`src/rtl/jtpopeye_dma_pkg.sv`:
```
// Shared types and constants for the video-DMA host side of the main board.
package jtpopeye_dma_pkg;

  localparam int              DMA_AW       = 10;
  localparam logic [10:0]     DMA_BASE_DEF = 11'h400;
  localparam logic [DMA_AW-1:0] RD_CNT_MAX = 10'h3FF;

  typedef enum logic [1:0] {
    ST_IDLE  = 2'd0,
    ST_REQ   = 2'd1,
    ST_GRANT = 2'd2,
    ST_DRAIN = 2'd3
  } dma_state_e;

  function automatic logic [DMA_AW-1:0] sat_inc(input logic [DMA_AW-1:0] v);
    if (v == RD_CNT_MAX) begin
      return v;
    end else begin
      return v + 10'd1;
    end
  endfunction

endpackage

```
`src/rtl/jtpopeye_dma_host_if.sv`:
```
// Bus bundle between video DMA, Z80 core, work RAM and the DMA host.
interface jtpopeye_dma_host_if #(parameter int RAM_AW = 11) ();
  import jtpopeye_dma_pkg::*;

  logic                busrq_n;
  logic                busak_n;
  logic [DMA_AW-1:0]   AD_DMA;
  logic                dma_cs;
  logic [7:0]          DD_DMA;
  logic                cpu_busrq_n;
  logic                cpu_busak_n;
  logic [RAM_AW-1:0]   cpu_addr;
  logic [7:0]          cpu_dout;
  logic                cpu_ram_cs;
  logic                cpu_wr_n;
  logic [RAM_AW-1:0]   ram_addr;
  logic [7:0]          ram_din;
  logic                ram_we;
  logic [7:0]          ram_dout;

  modport slave (
    input  busrq_n, AD_DMA, dma_cs, cpu_busak_n, cpu_addr, cpu_dout,
           cpu_ram_cs, cpu_wr_n, ram_dout,
    output busak_n, DD_DMA, cpu_busrq_n, ram_addr, ram_din, ram_we
  );

  modport master (
    output busrq_n, AD_DMA, dma_cs, cpu_busak_n, cpu_addr, cpu_dout,
           cpu_ram_cs, cpu_wr_n, ram_dout,
    input  busak_n, DD_DMA, cpu_busrq_n, ram_addr, ram_din, ram_we
  );

endinterface

```
`src/rtl/jtpopeye_dma_rammux.sv`:
```
// Work-RAM port owner select plus the DMA address/read-data pipeline.
module jtpopeye_dma_rammux
  import jtpopeye_dma_pkg::*;
#(
  parameter int                RAM_AW   = 11,
  parameter logic [RAM_AW-1:0] DMA_BASE = RAM_AW'(DMA_BASE_DEF)
) (
  input  logic              clk,
  input  logic              rst,
  input  logic              i_dma_owner,
  input  logic              i_rd_accept,
  input  logic [DMA_AW-1:0] i_ad_dma,
  input  logic              i_cpu_cen,
  input  logic [RAM_AW-1:0] i_cpu_addr,
  input  logic [7:0]        i_cpu_dout,
  input  logic              i_cpu_ram_cs,
  input  logic              i_cpu_wr_n,
  input  logic [7:0]        i_ram_dout,
  output logic [RAM_AW-1:0] o_ram_addr,
  output logic [7:0]        o_ram_din,
  output logic              o_ram_we,
  output logic [7:0]        o_dd_dma
);

  logic [RAM_AW-1:0] r_dma_addr;
  logic              r_rd_v1;
  logic              r_rd_v2;
  logic [7:0]        r_dd;

  // v1 marks the address cycle, v2 the cycle RAM data is valid
  always_ff @(posedge clk) begin
    if (rst) begin
      r_dma_addr <= '0;
      r_rd_v1    <= 1'b0;
      r_rd_v2    <= 1'b0;
      r_dd       <= 8'h00;
    end else begin
      r_rd_v1 <= i_rd_accept;
      r_rd_v2 <= r_rd_v1;
      if (i_rd_accept) r_dma_addr <= DMA_BASE + RAM_AW'(i_ad_dma);
      if (r_rd_v2)     r_dd       <= i_ram_dout;
    end
  end

  always_comb begin
    o_ram_din = i_cpu_dout;
    if (i_dma_owner) begin
      o_ram_addr = r_dma_addr;
      o_ram_we   = 1'b0;
    end else begin
      o_ram_addr = i_cpu_addr;
      o_ram_we   = i_cpu_ram_cs & ~i_cpu_wr_n & i_cpu_cen;
    end
  end

  assign o_dd_dma = r_dd;

endmodule

```
`src/rtl/jtpopeye_dma_host.sv`:
```
// CPU-side responder for the video DMA BUSRQ/BUSAK handshake; owns work RAM
// while the Z80 has released the bus.
module jtpopeye_dma_host
  import jtpopeye_dma_pkg::*;
#(
  parameter int                RAM_AW    = 11,
  parameter logic [RAM_AW-1:0] DMA_BASE  = RAM_AW'(DMA_BASE_DEF),
  parameter int                DRAIN_CYC = 2
) (
  input  logic                    clk,
  input  logic                    rst,
  input  logic                    i_cpu_cen,
  jtpopeye_dma_host_if.slave      bus,
  output logic                    o_dma_owner,
  output logic [DMA_AW-1:0]       o_dma_rd_cnt
);

  localparam int DCW = (DRAIN_CYC > 1) ? $clog2(DRAIN_CYC) : 1;

  dma_state_e        r_state, w_state_nxt;
  logic              r_busak_n, w_busak_n_nxt;
  logic              r_cpu_busrq_n, w_cpu_busrq_n_nxt;
  logic              r_owner, w_owner_nxt;
  logic [DMA_AW-1:0] r_rd_cnt, w_rd_cnt_nxt;
  logic [DCW-1:0]    r_drain, w_drain_nxt;
  logic              w_rd_accept;

  always_ff @(posedge clk) begin
    if (rst) begin
      r_state       <= ST_IDLE;
      r_busak_n     <= 1'b1;
      r_cpu_busrq_n <= 1'b1;
      r_owner       <= 1'b0;
      r_rd_cnt      <= '0;
      r_drain       <= '0;
    end else begin
      r_state       <= w_state_nxt;
      r_busak_n     <= w_busak_n_nxt;
      r_cpu_busrq_n <= w_cpu_busrq_n_nxt;
      r_owner       <= w_owner_nxt;
      r_rd_cnt      <= w_rd_cnt_nxt;
      r_drain       <= w_drain_nxt;
    end
  end

  always_comb begin
    w_state_nxt       = r_state;
    w_busak_n_nxt     = r_busak_n;
    w_cpu_busrq_n_nxt = r_cpu_busrq_n;
    w_owner_nxt       = r_owner;
    w_rd_cnt_nxt      = r_rd_cnt;
    w_drain_nxt       = r_drain;
    w_rd_accept       = 1'b0;
    case (r_state)
      ST_IDLE: begin
        if (!bus.busrq_n) begin
          w_state_nxt       = ST_REQ;
          w_cpu_busrq_n_nxt = 1'b0;
        end
      end
      ST_REQ: begin
        if (bus.busrq_n) begin
          w_state_nxt       = ST_IDLE;
          w_cpu_busrq_n_nxt = 1'b1;
        end else if (i_cpu_cen && !bus.cpu_busak_n) begin
          // RAM ownership is taken here; acknowledge follows from GRANT
          w_state_nxt  = ST_GRANT;
          w_owner_nxt  = 1'b1;
          w_rd_cnt_nxt = '0;
        end
      end
      ST_GRANT: begin
        w_rd_accept = bus.dma_cs;
        if (bus.busrq_n) begin
          w_state_nxt   = ST_DRAIN;
          w_busak_n_nxt = 1'b1;
          w_drain_nxt   = '0;
        end else begin
          w_busak_n_nxt = 1'b0;
        end
      end
      ST_DRAIN: begin
        w_rd_accept = bus.dma_cs;
        if (!bus.busrq_n) begin
          w_state_nxt   = ST_GRANT;
          w_busak_n_nxt = 1'b0;
        end else if (r_drain == DCW'(DRAIN_CYC - 1)) begin
          w_state_nxt       = ST_IDLE;
          w_cpu_busrq_n_nxt = 1'b1;
          w_owner_nxt       = 1'b0;
        end else begin
          w_drain_nxt = r_drain + 1'b1;
        end
      end
      default: begin
        w_state_nxt       = ST_IDLE;
        w_busak_n_nxt     = 1'b1;
        w_cpu_busrq_n_nxt = 1'b1;
        w_owner_nxt       = 1'b0;
      end
    endcase
    if (w_rd_accept) w_rd_cnt_nxt = sat_inc(r_rd_cnt);
  end

  jtpopeye_dma_rammux #(
    .RAM_AW   (RAM_AW),
    .DMA_BASE (DMA_BASE)
  ) u_rammux (
    .clk          (clk),
    .rst          (rst),
    .i_dma_owner  (r_owner),
    .i_rd_accept  (w_rd_accept),
    .i_ad_dma     (bus.AD_DMA),
    .i_cpu_cen    (i_cpu_cen),
    .i_cpu_addr   (bus.cpu_addr),
    .i_cpu_dout   (bus.cpu_dout),
    .i_cpu_ram_cs (bus.cpu_ram_cs),
    .i_cpu_wr_n   (bus.cpu_wr_n),
    .i_ram_dout   (bus.ram_dout),
    .o_ram_addr   (bus.ram_addr),
    .o_ram_din    (bus.ram_din),
    .o_ram_we     (bus.ram_we),
    .o_dd_dma     (bus.DD_DMA)
  );

  assign bus.busak_n     = r_busak_n;
  assign bus.cpu_busrq_n = r_cpu_busrq_n;
  assign o_dma_owner     = r_owner;
  assign o_dma_rd_cnt    = r_rd_cnt;

endmodule

```
`src/flat_wrapper.sv`:
```
// flat-port wrapper written by rule: the top's interface ports become plain ports
module jtpopeye_dma_host_flat import jtpopeye_dma_pkg::*;
#(
  parameter int                RAM_AW    = 11,
  parameter logic [RAM_AW-1:0] DMA_BASE  = RAM_AW'(DMA_BASE_DEF),
  parameter int                DRAIN_CYC = 2
)
  (clk, rst, i_cpu_cen, o_dma_owner, o_dma_rd_cnt, bus_busrq_n, bus_AD_DMA, bus_dma_cs, bus_cpu_busak_n, bus_cpu_addr, bus_cpu_dout, bus_cpu_ram_cs, bus_cpu_wr_n, bus_ram_dout, bus_busak_n, bus_DD_DMA, bus_cpu_busrq_n, bus_ram_addr, bus_ram_din, bus_ram_we);
  jtpopeye_dma_host_if #(.RAM_AW(RAM_AW)) bus_i ();
  input  logic clk;
  input  logic rst;
  input  logic i_cpu_cen;
  output logic o_dma_owner;
  output logic [DMA_AW-1:0] o_dma_rd_cnt;
  input wire logic [$bits(bus_i.busrq_n)-1:0] bus_busrq_n;
  input wire logic [$bits(bus_i.AD_DMA)-1:0] bus_AD_DMA;
  input wire logic [$bits(bus_i.dma_cs)-1:0] bus_dma_cs;
  input wire logic [$bits(bus_i.cpu_busak_n)-1:0] bus_cpu_busak_n;
  input wire logic [$bits(bus_i.cpu_addr)-1:0] bus_cpu_addr;
  input wire logic [$bits(bus_i.cpu_dout)-1:0] bus_cpu_dout;
  input wire logic [$bits(bus_i.cpu_ram_cs)-1:0] bus_cpu_ram_cs;
  input wire logic [$bits(bus_i.cpu_wr_n)-1:0] bus_cpu_wr_n;
  input wire logic [$bits(bus_i.ram_dout)-1:0] bus_ram_dout;
  output wire logic [$bits(bus_i.busak_n)-1:0] bus_busak_n;
  output wire logic [$bits(bus_i.DD_DMA)-1:0] bus_DD_DMA;
  output wire logic [$bits(bus_i.cpu_busrq_n)-1:0] bus_cpu_busrq_n;
  output wire logic [$bits(bus_i.ram_addr)-1:0] bus_ram_addr;
  output wire logic [$bits(bus_i.ram_din)-1:0] bus_ram_din;
  output wire logic [$bits(bus_i.ram_we)-1:0] bus_ram_we;
  assign bus_i.busrq_n = bus_busrq_n;
  assign bus_i.AD_DMA = bus_AD_DMA;
  assign bus_i.dma_cs = bus_dma_cs;
  assign bus_i.cpu_busak_n = bus_cpu_busak_n;
  assign bus_i.cpu_addr = bus_cpu_addr;
  assign bus_i.cpu_dout = bus_cpu_dout;
  assign bus_i.cpu_ram_cs = bus_cpu_ram_cs;
  assign bus_i.cpu_wr_n = bus_cpu_wr_n;
  assign bus_i.ram_dout = bus_ram_dout;
  assign bus_busak_n = bus_i.busak_n;
  assign bus_DD_DMA = bus_i.DD_DMA;
  assign bus_cpu_busrq_n = bus_i.cpu_busrq_n;
  assign bus_ram_addr = bus_i.ram_addr;
  assign bus_ram_din = bus_i.ram_din;
  assign bus_ram_we = bus_i.ram_we;
  jtpopeye_dma_host #(.RAM_AW(RAM_AW), .DMA_BASE(DMA_BASE), .DRAIN_CYC(DRAIN_CYC)) u_core (.clk(clk), .rst(rst), .i_cpu_cen(i_cpu_cen), .bus(bus_i), .o_dma_owner(o_dma_owner), .o_dma_rd_cnt(o_dma_rd_cnt));
endmodule
```
`config.mk`:
```
export PLATFORM = sky130hd
export DESIGN_NAME = jtpopeye_dma_host_flat
export DESIGN_NICKNAME = d
export VERILOG_FILES = /design/src/rtl/jtpopeye_dma_pkg.sv /design/src/rtl/jtpopeye_dma_host_if.sv /design/src/rtl/jtpopeye_dma_rammux.sv /design/src/rtl/jtpopeye_dma_host.sv /design/src/flat_wrapper.sv
export SDC_FILE = /design/constraint.sdc
export NUM_CORES = 1
export LEC_CHECK = 0
export ABC_AREA = 1
export CAP_MARGIN = 10
export CORE_MARGIN = 5
export CORE_UTILIZATION = 30
export CTS_CLUSTER_DIAMETER = 40
export CTS_CLUSTER_SIZE = 24
export DETAILED_ROUTE_END_ITERATION = 16
export GPL_ROUTABILITY_DRIVEN = 0
export PLACE_DENSITY = 0.56
export SYNTH_ARGS = -nofsm -noshare
export SYNTH_HDL_FRONTEND = slang
export SYNTH_HIERARCHICAL = 1
export SYNTH_SLANG_ARGS = --single-unit
```
`constraint.sdc`:
```
create_clock -name clk -period 1.8 [get_ports clk]
set_input_delay 0.36 -clock clk [delete_from_list [all_inputs] [get_ports clk]]
set_output_delay 0.36 -clock clk [all_outputs]
set_load 0.01 [all_outputs]
```
==> impl_metrics.csv, run 1 <==
group,metric,value,unit
worst_hold_path,hold_depth,2,
layout,multiInputGateArea,943.4,sq um
synthesis,synth_top_cells_by_area,"dfxtp_1, nand2_1, nor2_1",
layout,antenna_cells,0,
layout,drive_gt1_share,10.60,%
timing,finalCritPeriodShare,94.74,%
clock_tree,cts.clk_slew.worst_paths,70,ps
timing,worstMarginPinSlew,503.1,ps
synthesis,post_synth_num_cell_types,29,
route,wire_per_inst,10.98,um
route,ant_nets,0,
power,p_leak,1.199,nW
timing,hold_viol,0,
die,die_h,91.87,um
power,p_per_area,660.6,mW/mm^2
clock_tree,cts_tree,"built",
critical_path,start_kind,"flip-flop",
die,die_area,0.008439,sq mm
timing,finalCriticalPeriod,1705,ps
clock_tree,clk_latency,290,ps
run_status,status,"finished, final reports clean",
clock_tree,clock-sinks,37,
route,drtPass1Iterations,5,
layout,layout.nets,413,
critical_path,cp-end-kind,"primary output",
route,via_count,1934,
global_route,grt_util_all_layers,11.49,%
timing,final.setup.tns,0,ps
route,wl_met3,431,um
place,post_dp_cell_area,0.002723,sq mm
critical_path,path_buf_inv,2,
global_route,antenna_found_initial,0,
critical_path,cp_slowest_cell,"clkdlybuf4s50_1",
run,cap_violations,0,
route,first_iter_violations,48,
clock_tree,hold_buffers,0,
die,ios,86,
layout,stdcell_count,445,
clock_tree,cts_made_buffers,5,
die,die_w,91.87,um
layout,fin_area,0.002793,sq mm
timing,fmax,586.4,MHz
synthesis,synth_top_cell_area_share,36.84,%
clock_tree,ctsHtreeMaxLevel,2,
synthesis,yosys_register_bits,37,
global_route,grt_pass1_wl,7.990,mm
critical_path,cp_max_fo,23,
route,dr_wl_met2,2.048,mm
critical_path,r2r_cells,9,
worst_hold_path,hp-class,"flip-flop to flip-flop",
route,top_layer,"met4",
critical_path,cp_cell_sequence,"buf_12 > clkdlybuf4s50_1",
synthesis,syn_inst,303,
timing,drv_slew,0,
place,port_buffers,69,
layout,syn2layout_area_growth,38.89,%
global_route,grt_max_degree,24,
timing,finalSetupViolCount,0,
global_route,globalRouteOverflowTotal,0,
clock_tree,cts_resized,13,
critical_path,critical_path.top_delay_family,"buffers and inverters",
route,wl_met1,2.353,mm
place,place_inst,437,
timing,skew,5.467,ps
layout,fill_cells,693,
die,start_util,31.31,%
critical_path,setup.worst_path.class,"flip-flop to primary output",
die,num_rows,29,
timing,relSlewSlack,66.42,%
synthesis,syn_nets,349,
route,routed_wl,4.888,mm
clock_tree,root_buffer,"clkbuf_8",
critical_path,cp.depth,2,
timing,rsz0062_at_grt,"false",
synthesis,synth_area,0.002011,sq mm
synthesis,ys_seq_area_share,36.84,%
clock_tree,clockBufferDepth,2,
critical_path,crit_required,1440,ps
place,hpwl,3.647,mm
die,coreArea,0.006422,sq mm
critical_path,cpPeakStageDelay,540,ps
synthesis,netlist.top_cell.by_area,"dfxtp_1",
synthesis,yosys_warnings,6,
layout,seq_area,742.0,sq um
global_route,grt_pass1_vias,1804,
critical_path,arrival,1350,ps
synthesis,synth_area_per_cell,6.636,sq um
route,viasPerCell,4.346,
power,ir_worst_vdd,0.0003015,V
clock_tree,cts_setup_buffers,0,
route,route.detailed.drc,0,
-- metal layers --
layer / vias to the layer above / global-route usage, %
li1: 1039 / -
met1: 823 / 14.51
met2: 66 / 18.25
met3: 6 / 3.519
met4: 0 / 4.703
met5: - / 0
-- report_power, final --
part,total [mW],internal [mW],switching (mW)
combinational,0.389,0.198,0.191
clock,0.559,0.268,0.290
sequential,0.897,0.861,0.0364
total,1.84,1.33,0.518
-- flip-flops by register name, indices dropped and copies added (netlist names), named ones only --
signal / flops
u_core/bus.busak_n: 1
u_core/bus.cpu_busrq_n: 1
u_core/u_rammux/r_rd_v1: 1
u_core/r_state: 1
u_core/u_rammux/o_dd_dma: 8
u_core/o_dma_owner: 1
u_core/u_rammux/r_rd_v2: 1
u_core/u_rammux/r_dma_addr: 11
u_core/o_dma_rd_cnt: 10
u_core/r_drain: 1
-- cell type report --
class | instances | area share (%)
repair buffers | 74 | 26.48
flip-flops and latches | 37 | 26.57
inverters | 49 | 6.765
clock buffers | 6 | 2.599
multi-input cells | 200 | 33.78
well taps | 77 | 3.450
clock inverters | 2 | 0.3584
-- worst register-to-register path: stages (launching register included) --
cell	delay, ps
dfxtp_1	410
ha_1	190
nand2_1	130
nor2_4	200
nand3_4	130
nand2_4	150
inv_4	50
nand2_1	50
nand2_1	50
nor2_2	90
-- kinds of logic (layout without fill, tap and decap cells) --
| kind of cell | count (synthesis) | count (layout) | synth area share (%) |
|---|---|---|---|
| buffers and inverters | 66 | 131 | 16.24 |
| adder cells (fa/ha/maj) | 1 | 1 | 0.6222 |
| AND/OR/NAND/NOR | 166 | 166 | 37.21 |
| flip-flops | 37 | 37 | 36.84 |
| XOR/XNOR | 1 | 1 | 0.4357 |
| AO/OA/AOI/OAI | 32 | 32 | 8.650 |
-- synth_stat cells (all sizes together) --
cell type and count:
nor2 63, nor3 4, nand4 1, clkbuf 1, nand3 10, dfxtp 37, a31oi 2, inv 49
o211ai 1, or2 1, ha 1, a21oi 12, xor2 1, a311oi 1, buf 16, nand2 87
o22ai 1, o21ai 15
-- layout by cell type, fill, tap and decap left out --
| master | netlist | layout |
|---|---|---|
| or2_2 | 1 | 1 |
| clkdlybuf4s15_1 | 0 | 1 |
| dfxtp_2 | 0 | 1 |
| nor2_1 | 50 | 50 |
| ha_1 | 1 | 1 |
| nand3_4 | 2 | 2 |
| a311oi_1 | 1 | 1 |
| nor2_4 | 3 | 3 |
| o22ai_1 | 1 | 1 |
| a21oi_1 | 11 | 11 |
| inv_4 | 2 | 2 |
| buf_12 | 0 | 2 |
| o21ai_0 | 15 | 15 |
| clkbuf_1 | 1 | 1 |
| buf_4 | 10 | 3 |
| nor3_1 | 4 | 4 |
| nand4_1 | 1 | 1 |
| nor2_2 | 10 | 10 |
| nand2_1 | 81 | 81 |
| a21oi_2 | 1 | 1 |
| nand2_2 | 3 | 3 |
| dfxtp_1 | 37 | 36 |
| a31oi_1 | 2 | 2 |
| clkdlybuf4s50_1 | 0 | 57 |
| nand2_4 | 3 | 3 |
| clkbuf_8 | 0 | 5 |
| o211ai_1 | 1 | 1 |
| inv_1 | 46 | 46 |
| dlygate4sd2_1 | 0 | 11 |
| clkinv_2 | 0 | 2 |
| inv_2 | 1 | 1 |
| xor2_1 | 1 | 1 |
| nand3_1 | 8 | 8 |
-- worst paths after layout --
path	start	slack, ps	end
worst min-delay path	u_core/u_rammux/r_rd_v1	410	u_core/u_rammux/r_rd_v2
worst max-delay path	u_core/o_dma_owner	90	o_dma_owner
worst max register to register	u_core/o_dma_rd_cnt[0]	300	u_core/o_dma_rd_cnt[7]
worst min register to register	u_core/u_rammux/r_rd_v1	410	u_core/u_rammux/r_rd_v2
-- metrics by stage --
step	power [mW]	hold WS, ps	worst slack (ps)	util, %
6_report	1.845	406.6	94.70	43.48
5_1_grt	1.963	416.6	17.60	43.48
4_1_cts	1.887	405.3	63.44	43.46
3_5_place_dp	1.323	398.5	-219.6	42.39
3_3_place_gp	1.317	394.6	-203.7	42.39
2_1_floorplan	1.150	388.3	439.6	-
No activity file was read; power rests on OpenSTA's default activity.
==> run 2, diff against run 1 <==
--- a/config.mk
+++ b/config.mk
@@ -7,6 +7,7 @@
 export LEC_CHECK = 0
 export ABC_AREA = 1
 export CAP_MARGIN = 10
+export CORE_ASPECT_RATIO = 1.1
 export CORE_MARGIN = 5
 export CORE_UTILIZATION = 30
 export CTS_CLUSTER_DIAMETER = 40
==> run 2 against run 1 <==
Against the previous run: worst hold slack got worse by 5.6 ps; die area about the same; first-iteration DRC count fell by 8.3%; largest cell class unchanged; critical endpoint unchanged; clock skew is 0.90 ps lower.
==> impl_metrics.csv, run 2 (same netlist as run 1, synthesis figures left out) <==
group,metric,value,unit
critical_path,cp_cell_sequence,"buf_12 > clkdlybuf4s50_1",
critical_path,setup.worst_path.class,"flip-flop to primary output",
power,ir_worst_vdd,0.0003202,V
route,wire_per_inst,10.66,um
timing,finalCriticalPeriod,1713,ps
clock_tree,cts_tree,"built",
layout,seq_area,742.0,sq um
timing,finalCritPeriodShare,95.14,%
global_route,grt_pass1_vias,1718,
critical_path,reg2reg_from,"u_core/o_dma_rd_cnt[0]",
clock_tree,clockBufferDepth,2,
route,viasPerCell,4.242,
die,die_area,0.008441,sq mm
global_route,globalRouteOverflowTotal,0,
critical_path,crit_required,1440,ps
route,route.detailed.drc,0,
critical_path,path_buf_inv,2,
clock_tree,ctsHtreeMaxLevel,2,
route,via_count,1909,
route,ant_nets,0,
layout,top_register,"u_core/u_rammux/r_dma_addr",
worst_hold_path,hp-class,"flip-flop to flip-flop",
clock_tree,root_buffer,"clkbuf_8",
route,routed_wl,4.797,mm
clock_tree,cts.clk_slew.worst_paths,80,ps
run,cap_violations,0,
layout,layout_commonest_cell,"nand2_1",
power,p_per_area,749.7,mW/mm^2
layout,syn2layout_area_growth,41.75,%
timing,finalSetupViolCount,0,
layout,largest_reg_flops,11,
global_route,grt_util_all_layers,11.44,%
place,place_inst,442,
critical_path,r2r_end,"u_core/o_dma_rd_cnt[7]",
layout,multiInputGateArea,943.4,sq um
run_status,status,"finished, final reports clean",
clock_tree,clk_latency,290,ps
power,power.switching,0.5287,mW
critical_path,endpoint,"o_dma_owner",
power,clock_power_share,39.9,%
place,dp_slack,-207.9,ps
die,die_h,95.87,um
critical_path,r2r_setup_slack,310,ps
die,ios,86,
timing,rsz0062_at_grt,"false",
critical_path,critical_path.top_delay_family,"buffers and inverters",
critical_path,cp.depth,2,
place,port_buffers,69,
power,swShare,24.74,%
place,hpwl,3.667,mm
critical_path,cpPeakStageDelay,550,ps
power,p_leak,1.222,nW
power,comb_power_share,18.1,%
critical_path,r2r_cells,9,
timing,whs,401.0,ps
layout,stdcell_count,450,
critical_path,start_kind,"flip-flop",
die,die_w,88.06,um
timing,drv_slew,0,
timing,fmax,583.9,MHz
die,num_rows,31,
route,first_iter_violations,44,
power,p_seq_share,42.0,%
die,coreArea,0.006555,sq mm
die,start_util,30.67,%
layout,mostFrequentLayoutCells,"nand2_1, clkdlybuf4s50_1, nor2_1",
global_route,grt_max_degree,25,
layout,drive_gt1_share,10.87,%
layout,fill_cells,710,
timing,worstMarginPinSlew,494.8,ps
global_route,grt_pass1_wl,7.700,mm
critical_path,cp_max_fo,24,
clock_tree,cts_made_buffers,5,
critical_path,cp_slowest_cell,"clkdlybuf4s50_1",
timing,relSlewSlack,66.97,%
timing,hold_viol,0,
critical_path,arrival,1350,ps
timing,fin_ws,87.42,ps
critical_path,worstSetupStartpoint,"u_core/o_dma_owner",
power,p_int,1.608,mW
global_route,antenna_found_initial,0,
critical_path,cp-end-kind,"primary output",
layout,antenna_cells,0,
route,drtPass1Iterations,4,
clock_tree,clock-sinks,37,
layout,layout.nets,413,
timing,skew,4.563,ps
[run 2: power by group through the flow]
stage / Clock, mW / Combinational (mW) / Sequential, mW
2_1_floorplan: 0 / 0.241 / 0.909
3_3_place_gp: 0 / 0.403 / 0.915
3_5_place_dp: 0 / 0.405 / 0.916
4_1_cts: 0.896 / 0.393 / 0.897
5_1_grt: 0.924 / 0.436 / 0.904
6_report: 0.854 / 0.386 / 0.897
[run 2: worst register-to-register path: cells and delay by family (launching register included)]
family / cells / cell delay [ps]
and+or+nand+nor: 7 / 780
DFF: 1 / 410
adders and majority gates: 1 / 180
buffers and inverters: 1 / 50
[run 2: repair_timing]
item                                    CTS  global route
gates resized for setup                  13             1
hold buffers                              0             0
setup buffers                             0             0
endpoints found under the setup margin   12             1
[run 2: layer usage]
layer / part of all wire, % / GRT usage, %
met1: 48 / 15.30
met4: 0.79 / 3.401
met5: 0 / 0
met2: 43 / 18.03
met3: 8.5 / 3.082
[run 2: worst min-delay path by stage]
stage | start | to | slack [ps] | cells past startpoint
after floorplan | u_core/u_rammux/r_rd_v1 | u_core/u_rammux/r_rd_v2 | 390 | 2
final | u_core/u_rammux/r_rd_v1 | u_core/u_rammux/r_rd_v2 | 400 | 2
after CTS | u_core/u_rammux/r_rd_v1 | u_core/u_rammux/r_rd_v2 | 410 | 2
after global routing | u_core/u_rammux/r_rd_v1 | u_core/u_rammux/r_rd_v2 | 430 | 2
after global placement | u_core/u_rammux/r_rd_v1 | u_core/u_rammux/r_rd_v2 | 390 | 2
after detailed placement | u_core/u_rammux/r_rd_v1 | u_core/u_rammux/r_rd_v2 | 400 | 2
[run 2: per-stage QoR]
step	area [sq um]	utilization, %	TNS, ps	total power, mW
after detailed placement	2729	41.63	-1358	1.321
after global placement	2729	41.63	-1250	1.318
after global routing	2850	43.48	0	2.264
final	2850	43.48	0	2.137
after floorplan	2011	-	0	1.150
after CTS	2849	43.46	0	2.185
[run 2: layout make-up]
class                      count  share of cell area [%]
multi-input combinational    200                   33.10
clock inverter                 3                   2.283
sequential                    37                   26.03
tap                           82                   3.600
timing repair buffer          74                   25.94
clock buffer                   5                   2.414
inverter                      49                   6.629
==> run 3, diff against run 2 <==
--- a/config.mk
+++ b/config.mk
@@ -8,7 +8,7 @@
 export ABC_AREA = 1
 export CAP_MARGIN = 10
 export CORE_ASPECT_RATIO = 1.1
-export CORE_MARGIN = 5
+export CORE_MARGIN = 2
 export CORE_UTILIZATION = 30
 export CTS_CLUSTER_DIAMETER = 40
 export CTS_CLUSTER_SIZE = 24
==> run 3 against run 2 <==
Against the previous run: register-to-register slack hardly changed; setup slack worse by 4.1 ps; flip-flop and latch count stayed put; total power is 11% lower; wire length is 6.1% lower; first-iteration DRC count is 4.5% higher; clock skew is 2.3 ps lower; cell count stayed put; maximum frequency is 0.24% lower; critical path depth stayed put; largest cell class unchanged.
==> impl_metrics.csv, run 3 (same netlist as run 1, synthesis figures left out) <==
group,metric,value,unit
timing,finalCritPeriodShare,95.37,%
die,die_w,82.06,um
timing,skew,2.288,ps
worst_hold_path,hp-class,"flip-flop to flip-flop",
clock_tree,cts_tree,"built",
place,hpwl,3.329,mm
critical_path,arrival,1360,ps
layout,fin_area,0.002816,sq mm
route,ant_nets,0,
power,p_per_area,678.0,mW/mm^2
die,num_rows,31,
route,via_count,1922,
timing,relSlewSlack,66.89,%
critical_path,cp_max_fo,23,
clock_tree,root_buffer,"clkbuf_8",
timing,whs,413.6,ps
clock_tree,clock-sinks,37,
critical_path,r2r_cells,9,
layout,mostFrequentLayoutCells,"nand2_1, clkdlybuf4s50_1, nor2_1",
die,start_util,30.67,%
clock_tree,cts.clk_slew.worst_paths,70,ps
clock_tree,clk_latency,280,ps
layout,layout.nets,413,
place,port_buffers,69,
die,coreArea,0.006555,sq mm
global_route,grt_pass1_wl,7.555,mm
critical_path,cp-end-kind,"primary output",
global_route,antenna_found_initial,0,
layout,largest_reg_flops,11,
critical_path,setup.worst_path.class,"flip-flop to primary output",
clock_tree,ctsHtreeMaxLevel,2,
route,drtPass1Iterations,4,
layout,antenna_cells,0,
route,first_iter_violations,46,
route,wire_per_inst,10.01,um
timing,fmax,582.5,MHz
layout,fill_cells,699,
timing,finalCriticalPeriod,1717,ps
layout,drive_gt1_share,10.87,%
timing,worstMarginPinSlew,495.9,ps
layout,top_register,"u_core/u_rammux/r_dma_addr",
die,ios,86,
power,total_power,1.909,mW
layout,stdcell_count,450,
global_route,globalRouteOverflowTotal,0,
global_route,grt_max_degree,24,
power,p_leak,1.211,nW
clock_tree,cts_setup_buffers,0,
worst_hold_path,hold_depth,2,
critical_path,crit_required,1440,ps
timing,final.setup.tns,0,ps
critical_path,start_kind,"flip-flop",
route,viasPerCell,4.271,
route,route.detailed.drc,0,
global_route,grt_pass1_vias,1688,
clock_tree,cts_made_buffers,5,
die,die_h,89.87,um
run_status,status,"finished, final reports clean",
run,cap_violations,0,
place,place_inst,442,
timing,finalSetupViolCount,0,
place,post_dp_cell_area,0.002729,sq mm
route,routed_wl,4.506,mm
timing,drv_slew,0,
timing,rsz0062_at_grt,"false",
die,die_area,0.007374,sq mm
timing,hold_viol,0,
power,ir_worst_vdd,0.0002388,V
clock_tree,clockBufferDepth,2,
layout,syn2layout_area_growth,40.07,%
global_route,grt_util_all_layers,12.59,%
layout,layout_commonest_cell,"nand2_1",
run 3: metrics by stage:
step	util, %	setup slack [ps]
5_1_grt	42.97	16.76
6_report	42.97	83.36
3_5_place_dp	41.63	-147.6
2_1_floorplan	-	439.6
3_3_place_gp	41.63	-127.8
4_1_cts	42.97	52.93
run 3: repair_timing:
item | CTS | global route
setup endpoints to repair | 13 | 0
resized for setup | 13 | 0
hold buffers | 0 | 0
run 3: final timing paths:
path,slack [ps],endpoint,start
worst max-delay path,80,o_dma_owner,u_core/o_dma_owner
worst min-delay path,410,u_core/u_rammux/r_rd_v2,u_core/u_rammux/r_rd_v1
worst max register to register,320,u_core/o_dma_rd_cnt[0],u_core/o_dma_rd_cnt[0]
worst min register to register,410,u_core/u_rammux/r_rd_v2,u_core/u_rammux/r_rd_v1
run 3: worst max-delay path, cell delays in order (launching register included):
cell and delay, ps:
dfxtp_2 380, buf_12 160, clkdlybuf4s50_1 540
run 3: power breakdown:
part           internal (mW)  total [mW]  switching, mW  leakage, nW
sequential             0.861       0.898         0.0370        0.300
combinational          0.197       0.384          0.187        0.856
clock                  0.346       0.627          0.281       0.0542
total                   1.40        1.91          0.506         1.21
run 3: final cells by class:
cell class                      instances  area, sq um  area share, %
Multi-Input combinational cell        200        943.4          33.50
Sequential cell                        37        742.0          26.34
Timing Repair Buffer                   74        738.2          26.21
Inverter                               49        188.9          6.708
Tap cell                               82        102.6          3.643
Clock buffer                            7        96.34          3.421
Clock inverter                          1        5.005         0.1777
run 3: metal layers:
metal  GRT usage (%)  up-vias  wire length (um)
met2           19.51       62              1927
met3           4.016        4               416
met1           16.48      819              2127
met5               0        -                 0
li1                -     1037                 -
met4           3.889        0                35
==> RTL change, RTL diff (flow settings as in run 2) <==
Register the input `i_cpu_cen` before use, cleared by the reset. The logic sees it one clock later. The other inputs are not delayed to match.
--- a/src/rtl/jtpopeye_dma_host.sv
+++ b/src/rtl/jtpopeye_dma_host.sv
@@ -17,4 +17,14 @@
 
   localparam int DCW = (DRAIN_CYC > 1) ? $clog2(DRAIN_CYC) : 1;
+
+  logic i_cpu_cen_q;
+
+  always_ff @(posedge clk) begin
+    if (rst) begin
+      i_cpu_cen_q <= '0;
+    end else begin
+      i_cpu_cen_q <= i_cpu_cen;
+    end
+  end
 
   dma_state_e        r_state, w_state_nxt;
@@ -63,5 +73,5 @@
           w_state_nxt       = ST_IDLE;
           w_cpu_busrq_n_nxt = 1'b1;
-        end else if (i_cpu_cen && !bus.cpu_busak_n) begin
+        end else if (i_cpu_cen_q && !bus.cpu_busak_n) begin
           // RAM ownership is taken here; acknowledge follows from GRANT
           w_state_nxt  = ST_GRANT;
@@ -112,5 +122,5 @@
     .i_rd_accept  (w_rd_accept),
     .i_ad_dma     (bus.AD_DMA),
-    .i_cpu_cen    (i_cpu_cen),
+    .i_cpu_cen    (i_cpu_cen_q),
     .i_cpu_addr   (bus.cpu_addr),
     .i_cpu_dout   (bus.cpu_dout),
Function: changed (Yosys sat finds a counterexample within 4 cycles, from zero or initial values and one cycle with rst high).
==> RTL change against run 2 <==
Power grew 1.7%; clock skew is essentially flat; sequential cell count grew 1; wire length grew 1.4%; cell area grew 0.18%; die area shrank 0.17%; area after synthesis shrank 0.19%; setup slack gained 0.019 ns; critical path type unchanged; highest routed layer unchanged.
==> RTL change: results (changes against run 2) <==
* Ys async rst share at 0% (unchanged)
* Static Leak at 1.27 nW (+3.8%)
* Root Driver: clkbuf_8
* Top_reg_cell synth: dfxtp_1
* Post-synthesis compound-gate area fraction at 9.10% (+0.45 points)
* Clk_skew at 0.00478 ns (+0.000215 ns)
* Yosys warnings at 6 (unchanged)
* Slowest-stage cell, CP: clkdlybuf4s50_1
* Commonest cells in the netlist: nand2_1 (75), nor2_1 (53), inv_1 (43), dfxtp_1 (38)
* Adder-Cell Fraction of Synth Area at 0.623% (+0.0012 points)
* Seq/Total Area, Yosys at 37.9% (+1.1 points)
* Area contributors post-synth: dfxtp_1 (38%), nand2_1 (14%), nor2_1 (9.9%)
* GRT Util Overall at 12.0% (+0.53 points)
* Post-synth net total at 349 (unchanged)
* Worst-path clk slew at 0.08 ns (about the same)
* Area post-placement at 0.00272 mm² (-0.18%)
* Status: completed
* I/O Buffers at 69 (unchanged)
* H-tree levels at 2 (unchanged)
* Yosys cell types at 28 (-3.4%)
* Cell family with most CP delay: buffers and inverters
* Post-DR wirelength/cell at 10.8 µm (+1.4%)
* Post-synthesis xor/xnor area fraction at 0% (-0.44 points)
* Largest register by flop count: u_core/u_rammux/r_dma_addr
* Mux cell area share after synthesis at 0% (unchanged)
* Startpoint types: flip-flop
* Tightest Pin Transition at 0.492 ns (-0.00247 ns)
* Fraction of layout cells with a size suffix above 1 at 9.78% (-1.1 points)
* CP endpoint kind: primary output
* Detailed Route Iter0 Violations at 54 (+23%)
* Largest register FFs at 11 (unchanged)
* N_diodes at 0 (unchanged)
* Worst IR Drop VDD at 0.381 mV (+19%)
* Initial antenna violation count at 0 (unchanged)
* Pre-Repair DR Iteration Count at 4 (unchanged)
* Worst path max stage delay at 0.59 ns (+0.04 ns)
* EDFF count, synth at 0 (unchanged)
* Max Root-Sink Buffers at 2 (unchanged)
* Inserted Clock Buffers at 5 (unchanged)
* Crit path max fanout at 6 (-75%)
* Worst slack at placement at -0.143 ns (+0.0650 ns)
* Clk Latency, worst-skew pair at 0.28 ns
* Hold Crit Class: flip-flop to flip-flop
* # nets final at 413 (unchanged)
* Crit path DAT at 1.33 ns (-0.02 ns)
* Largest net degree at the start of global routing at 25 (unchanged)
* First-pass GRT wire length at 8070 µm (+4.8%)
* Dpl hpwl at 3600 µm (-1.9%)
* Vias in the first global route at 1789 (+4.1%)
* Vias at 1931 (+1.2%)
## RTL change: worst paths after layout
check / cells past startpoint / to / from / slack, ns
worst max-delay path: 1 / o_dma_rd_cnt[5] / u_core/o_dma_rd_cnt[5] / 0.11
worst min register to register: 2 / u_core/u_rammux/r_rd_v2 / u_core/u_rammux/r_rd_v1 / 0.41
worst max register to register: 7 / u_core/o_dma_rd_cnt[8] / u_core/o_dma_rd_cnt[0] / 0.35
worst min-delay path: 2 / u_core/u_rammux/r_rd_v2 / u_core/u_rammux/r_rd_v1 / 0.41
## RTL change: kinds of logic after synthesis
family | Yosys count
compound gates | 34
fa+ha+maj | 1
buf+inv | 65
flops | 38
simple gates | 165
## RTL change: timing repair
| item | in CTS | in global routing |
|---|---|---|
| buffers inserted | 0 | 0 |
| setup endpoints to repair | 12 | 2 |
| resized for setup | 12 | 2 |
| pin swaps | 0 | 0 |
| hold endpoints to repair | 0 | 0 |
| hold buffers | 0 | 0 |
## RTL change: final cells by class
type | count | area (µm²)
flip-flops and latches | 38 | 761
inverters | 48 | 183
clock inverters | 2 | 60.1
fillers | 714 | 3700
repair buffers | 74 | 742
well taps | 82 | 103
clock buffers | 6 | 82.6
multi-input cells | 200 | 925
## RTL change: worst reg2reg max path: cells and delay by family, from the launching register on
kind                     cells  cell delay (ns)
AND/OR/NAND/NOR              5             0.65
AO/OA/AOI/OAI                1             0.13
adder cells (fa/ha/maj)      1             0.20
flip-flops                   1             0.40
## RTL change: power by group
group          switching, mW  internal, mW  leakage [nW]
clock network          0.307         0.591        0.0714
logic                  0.173         0.185         0.889
registers             0.0351         0.882         0.308
## RTL change: layer usage
metal | share of wire (%) | GRT usage (%) | wire length, µm | vias up
met5 | 0 | 0 | 0 | -
met3 | 8.7 | 2.74 | 423 | 8
met1 | 48 | 15.7 | 2330 | 825
met2 | 42 | 19.1 | 2050 | 60
met4 | 1.1 | 4.48 | 55 | 0
li1 | - | - | - | 1038
## RTL change: metrics by stage
stage / std cells / hold slack [ns] / total power [mW] / TNS (ns) / utilization (%)
after floorplan: 303 / 0.388 / 1.15 / 0 / -
after global placement: 442 / 0.392 / 1.31 / -1.11 / 41.6
after detailed placement: 442 / 0.398 / 1.31 / -1.22 / 41.6
after CTS: 450 / 0.410 / 2.21 / 0 / 43.5
after global routing: 450 / 0.431 / 2.29 / 0 / 43.6
final: 450 / 0.408 / 2.17 / 0 / 43.6
